<file path="src/rtl/sram_port_arbiter.sv">
// Shares one fixed-latency single-port SRAM between fetch and the memory stage.
// Optional SRAM_ARB_ROUND_ROBIN_EN: alternate grants on simultaneous requests.
module sram_port_arbiter #(
  parameter int WORD_WIDTH  = 32,
  parameter int ADDR_WIDTH  = 16,
  parameter int WAIT_CYCLES = 5
) (
  input  logic                  clk,
  input  logic                  rst,
  input  logic                  if_req,
  input  logic [WORD_WIDTH-1:0] if_addr,
  output logic [WORD_WIDTH-1:0] if_rdata,
  output logic                  if_ready,
  output logic                  if_stall,
  input  logic                  mem_rd_req,
  input  logic                  mem_wr_req,
  input  logic [WORD_WIDTH-1:0] mem_addr,
  input  logic [WORD_WIDTH-1:0] mem_wdata,
  output logic [WORD_WIDTH-1:0] mem_rdata,
  output logic                  mem_ready,
  output logic                  mem_stall,
  output logic [ADDR_WIDTH-1:0] sram_addr,
  output logic [WORD_WIDTH-1:0] sram_wdata,
  output logic                  sram_we,
  output logic                  sram_oe,
  input  logic [WORD_WIDTH-1:0] sram_rdata
);

  localparam logic [1:0] ST_IDLE   = 2'd0;
  localparam logic [1:0] ST_ACCESS = 2'd1;
  localparam logic [1:0] ST_DONE   = 2'd2;

  localparam logic [1:0] GNT_NONE = 2'd0;
  localparam logic [1:0] GNT_IF   = 2'd1;
  localparam logic [1:0] GNT_MEM  = 2'd2;

  localparam logic [3:0] CNT_LOAD = 4'(WAIT_CYCLES - 1);

  logic [1:0]            state_q, state_d;
  logic [1:0]            grant_q, grant_d;
  logic [3:0]            cnt_q, cnt_d;
  logic [ADDR_WIDTH-1:0] addr_q, addr_d;
  logic [WORD_WIDTH-1:0] wdata_q, wdata_d;
  logic                  write_q, write_d;
  logic [WORD_WIDTH-1:0] if_rdata_q, if_rdata_d;
  logic [WORD_WIDTH-1:0] mem_rdata_q, mem_rdata_d;

  logic mem_any;
  logic pick_mem;
  logic access;

  assign mem_any = mem_rd_req | mem_wr_req;

`ifdef SRAM_ARB_ROUND_ROBIN_EN
  logic last_mem_q, last_mem_d;
  // On a tie MEM wins unless it was the requester served most recently
  assign pick_mem = mem_any && !(if_req && last_mem_q);
`else
  assign pick_mem = mem_any;
`endif

  always_comb begin
    state_d     = state_q;
    grant_d     = grant_q;
    cnt_d       = cnt_q;
    addr_d      = addr_q;
    wdata_d     = wdata_q;
    write_d     = write_q;
    if_rdata_d  = if_rdata_q;
    mem_rdata_d = mem_rdata_q;
`ifdef SRAM_ARB_ROUND_ROBIN_EN
    last_mem_d  = last_mem_q;
`endif
    case (state_q)
      ST_IDLE: begin
        if (mem_any || if_req) begin
          state_d = ST_ACCESS;
          cnt_d   = CNT_LOAD;
          if (pick_mem) begin
            grant_d = GNT_MEM;
            addr_d  = mem_addr[ADDR_WIDTH+1:2];
            wdata_d = mem_wdata;
            write_d = mem_wr_req;
          end else begin
            grant_d = GNT_IF;
            addr_d  = if_addr[ADDR_WIDTH+1:2];
            wdata_d = '0;
            write_d = 1'b0;
          end
        end
      end
      ST_ACCESS: begin
        if (cnt_q == 4'd0) begin
          state_d = ST_DONE;
          if (!write_q) begin
            if (grant_q == GNT_MEM) mem_rdata_d = sram_rdata;
            else                    if_rdata_d  = sram_rdata;
          end
        end else begin
          cnt_d = cnt_q - 4'd1;
        end
      end
      ST_DONE: begin
        state_d = ST_IDLE;
        grant_d = GNT_NONE;
`ifdef SRAM_ARB_ROUND_ROBIN_EN
        last_mem_d = (grant_q == GNT_MEM);
`endif
      end
      default: begin
        state_d = ST_IDLE;
        grant_d = GNT_NONE;
      end
    endcase
  end

  always_ff @(posedge clk) begin
    if (rst) begin
      state_q     <= ST_IDLE;
      grant_q     <= GNT_NONE;
      cnt_q       <= '0;
      addr_q      <= '0;
      wdata_q     <= '0;
      write_q     <= 1'b0;
      if_rdata_q  <= '0;
      mem_rdata_q <= '0;
`ifdef SRAM_ARB_ROUND_ROBIN_EN
      last_mem_q  <= 1'b0;
`endif
    end else begin
      state_q     <= state_d;
      grant_q     <= grant_d;
      cnt_q       <= cnt_d;
      addr_q      <= addr_d;
      wdata_q     <= wdata_d;
      write_q     <= write_d;
      if_rdata_q  <= if_rdata_d;
      mem_rdata_q <= mem_rdata_d;
`ifdef SRAM_ARB_ROUND_ROBIN_EN
      last_mem_q  <= last_mem_d;
`endif
    end
  end

  // SRAM bus is driven only while a transaction is in ACCESS
  assign access     = (state_q == ST_ACCESS);
  assign sram_addr  = access ? addr_q : '0;
  assign sram_wdata = access ? wdata_q : '0;
  assign sram_we    = access && write_q;
  assign sram_oe    = access && !write_q;

  assign if_ready  = (state_q == ST_DONE) && (grant_q == GNT_IF);
  assign mem_ready = (state_q == ST_DONE) && (grant_q == GNT_MEM);
  assign if_stall  = if_req && !if_ready;
  assign mem_stall = mem_any && !mem_ready;
  assign if_rdata  = if_rdata_q;
  assign mem_rdata = mem_rdata_q;

  logic unused_addr_bits;
  assign unused_addr_bits = ^{if_addr[1:0], if_addr[WORD_WIDTH-1:ADDR_WIDTH+2],
                              mem_addr[1:0], mem_addr[WORD_WIDTH-1:ADDR_WIDTH+2]};

endmodule

</file>
<file path="config.mk">
export PLATFORM = sky130hd
export DESIGN_NAME = sram_port_arbiter
export DESIGN_NICKNAME = d
export VERILOG_FILES = /design/src/rtl/sram_port_arbiter.sv
export SDC_FILE = /design/constraint.sdc
export NUM_CORES = 1
export LEC_CHECK = 0
export CAP_MARGIN = 20
export CORE_MARGIN = 2
export CORE_UTILIZATION = 40
export CTS_BUF_LIST = sky130_fd_sc_hd__clkbuf_16
export CTS_CLUSTER_DIAMETER = 40
export DETAILED_ROUTE_END_ITERATION = 10
export GPL_TIMING_DRIVEN = 0
export PLACE_DENSITY = 0.78
export SYNTH_ARGS = -nofsm -noshare
export SYNTH_HDL_FRONTEND = slang
export SYNTH_SLANG_ARGS = --single-unit
export TNS_END_PERCENT = 5
</file>
<file path="constraint.sdc">
create_clock -name clk -period 2.25 [get_ports clk]
set_input_delay 0.45 -clock clk [delete_from_list [all_inputs] [get_ports clk]]
set_output_delay 0.45 -clock clk [all_outputs]
set_load 0.02 [all_outputs]
</file>
==> impl_metrics.tcl <==
set metrics [dict create \
    antennaDiodeCount 0 \
    p_sw_frac 0.282 \
    p_seq_frac 0.394 \
    synthFlopType "dfxtp_1" \
    slew_viol_final 0 \
    status "completed" \
    final-hold-violation-count 0 \
    critical-path-max-stage-delay_ps 460 \
    dieArea_um2 13200 \
    hold_buffers 0 \
    period_needed_ps 2180 \
    first_pass_iters 4 \
    powerDensity_nw_per_um2 810 \
    postLayoutCoreUtil 0.636 \
    clock_sinks 121 \
    htreeDepth 4 \
    async_flop_share 0 \
    synth_seq_cells 121 \
    p_int_mw 4.44 \
    worstPathRequired_ps 2580 \
    fin_skew_ps 7.04 \
    post-place-cells 884 \
    rr_endpoint "if_rdata[11]$_SDFFE_PP0P_" \
    synth_area_leaders "dfxtp_1, mux2i_1, nand2_1, and2_1, a22o_1" \
    grt_usage 0.217 \
    place_hpwl_mm 10.8 \
    pin_count 251 \
    whs_ps 455 \
    slew-limit-headroom 0.482 \
    leakage_nw 3.30 \
    endpoint_kind "register" \
    cts_tree "yes" \
    cts_post_setup_buffers_inserted 0 \
    hold_start "mem_rdata[15]$_SDFFE_PP0P_" \
    cp_max_fo 10 \
    comb_power_share 0.206 \
    synth_area_um2 4920 \
    r2r-start "cnt_q[0]$_SDFFE_PP0P_" \
    worstMarginPinSlew_ps 770 \
    num-fill-cells 1043 \
    worst_setup_path_start_kind "register" \
    holdPathStages 2 \
    fin_nets 889 \
    synth_edf_count 0 \
    drive_above_1_share 0.141 \
    pwr-share-clk 0.400 \
    root_buffer "clkbuf_16" \
    antenna_found_initial 0 \
    yosysTopAreaCellShare 0.492 \
    yosys_warnings 0 \
    grt_max_degree 17 \
    critPathKind "register to register" \
    p_sw_mw 1.75 \
    cts_buffers 17 \
    clock_latency_ps 410 \
    port_buffers 216 \
    grt_pass1_vias 4738 \
    die_w_um 115 \
    min_to "mem_rdata[15]$_SDFFE_PP0P_" \
    max_freq_ghz 0.460 \
    final_min_period_over_clock_period 0.967 \
    synth_nets 655 \
    gp_congestion 0.781 \
    synth.avg_cell_area_um2 9.45 \
    clkTransAtPathRegs_ps 60 \
    rsz0062_at_grt "true" \
    cp_slowest_cell "nor4b_4" \
    final_cells 914 \
    r2r_cells 7 \
    clockBufferDepth 2 \
    yosysUniqueCellTypes 40 \
    ant_nets 0 \
    rows 40 \
    ff2ff_setup_slack_ps 70 \
    drtIter0Drc 250 \
    yosys.area.top_type "dfxtp_1" \
    setup_viol_count_final 0 \
    fp.dieH_um 115 \
    syn-instance-count 521 \
    wl_per_cell_um 16.1 \
    peakVddDrop_uv 407 \
    wirelength_mm 14.7 \
    worstPathCellList "inv_1, ha_1, or3b_1, buf_2, nor4b_4, buf_4, mux2i_1" \
    yosysSeqAreaShare 0.492 \
    viasPerCell 5.13 \
    start_util 0.410 \
    gr-total-overflow 0 \
    hp-class "register to register" \
    timing.max_cap.violations 0 \
    core-area_um2 12000 \
    vias 4685 \
    syn_to_final_growth_pct 55.2 \
    grt_pass1_wl_mm 22.9 \
    drc 0 \
    worst_ep_arrival_time_ps 2500 \
]
==> worst max-delay path: cells and delay by family, from the launching register on <==
kind                     cells  cell delay, ps
AND/OR/NAND/NOR              2             800
buffers and inverters        3             580
flip-flops                   1             300
multiplexers                 1             230
adder cells (fa/ha/maj)      1             190
==> power by group through the flow <==
stage / Sequential [mW] / Clock, mW / Combinational (mW)
6_report: 2.44 / 2.48 / 1.27
5_1_grt: 2.46 / 2.61 / 1.37
4_1_cts: 2.44 / 2.51 / 1.29
3_5_place_dp: 2.48 / 0 / 1.30
3_3_place_gp: 2.47 / 0 / 1.27
2_1_floorplan: 2.54 / 0 / 0.635
==> placed cells by master (no fill, tap or decap), types with 2 or more instances in the layout <==
master and n:
a21oi_1 19, a22o_1 32, a311oi_1 16, and2_1 49, buf_2 53, buf_4 7, buf_8 3, clkbuf_1 20
clkbuf_16 17, clkbuf_4 3, clkbuf_8 4, clkdlybuf4s50_1 161, clkinv_1 2, clkinv_2 3, clkinv_4 2, clkinvlp_4 5
dfxtp_1 121, dlygate4sd2_1 4, inv_1 5, mux2i_1 64, nand2_1 115, nand2b_1 2, nor2_1 6, nor2b_1 2
nor3_1 4, o21ai_0 19, or3_1 2
==> through the flow <==
step	total power, mW	area [um^2]	TNS, ps	setup WS [ps]
after global placement	3.74	7270	-33900	-854
after global routing	6.44	7640	-182	-45.8
after floorplan	3.17	4920	0	267
after detailed placement	3.77	7270	-38580	-870
after CTS	6.23	7720	-122	-122
final	6.19	7640	0	74.3
==> flip-flops by register name (all words and copies together), names as in the netlist <==
name and cells:
mem_rdata 32, addr_q 16, grant_q 2, wdata_q 32
cnt_q 4, write_q 1, state_q 2, if_rdata 32
==> layer usage <==
layer  share of wire  GRT usage  routed length, um
met4           0.012     0.0586                179
met3           0.080     0.0738               1170
met1            0.42      0.253               6120
met5               0          0                  0
met2            0.49      0.380               7220
==> final cells by class <==
type / instances / area, um^2 / share of cell area
multi-input cells: 350 / 2270 / 0.297
well taps: 147 / 184 / 0.0241
clock inverters: 14 / 111 / 0.0146
repair buffers: 216 / 1920 / 0.251
inverters: 5 / 18.8 / 0.00246
clock buffers: 17 / 425 / 0.0557
flip-flops and latches: 121 / 2420 / 0.317
plain buffers: 44 / 285 / 0.0374
==> cell families after synthesis <==
logic type / count (synthesis) / synth area share
simple gates: 192 / 0.190
buf+inv: 50 / 0.0503
compound gates: 93 / 0.135
flops: 121 / 0.492
fa+ha+maj: 1 / 0.00254
mux: 64 / 0.130
==> Yosys cell counts, types with 2 or more instances <==
library cell and n:
mux2i_1 64, nor3_1 4, a22o_1 32, nand2b_1 2, buf_2 6, clkbuf_1 31, a311oi_1 16, nand2_1 115
or3_1 2, a21oi_1 19, nor2b_1 3, nor2_1 6, buf_8 3, o21ai_0 19, buf_4 3, dfxtp_1 121
and2_1 49, inv_1 4
==> how the worst max path moves through the flow <==
stage,startpoint,to,depth (start not counted)
6_report,cnt_q[0]$_SDFFE_PP0P_,if_rdata[11]$_SDFFE_PP0P_,7
5_1_grt,cnt_q[0]$_SDFFE_PP0P_,if_rdata[11]$_SDFFE_PP0P_,7
4_1_cts,state_q[0]$_SDFFE_PP0P_,if_stall,4
3_5_place_dp,mem_wr_req,mem_stall,7
3_3_place_gp,mem_wr_req,mem_stall,7
2_1_floorplan,state_q[0]$_SDFFE_PP0P_,if_stall,3
==> repair_timing <==
item	CTS	global route
setup endpoints to repair	66	57
gates resized for setup	210	24
pin swaps	0	0
(Power assumes the default switching activity.)
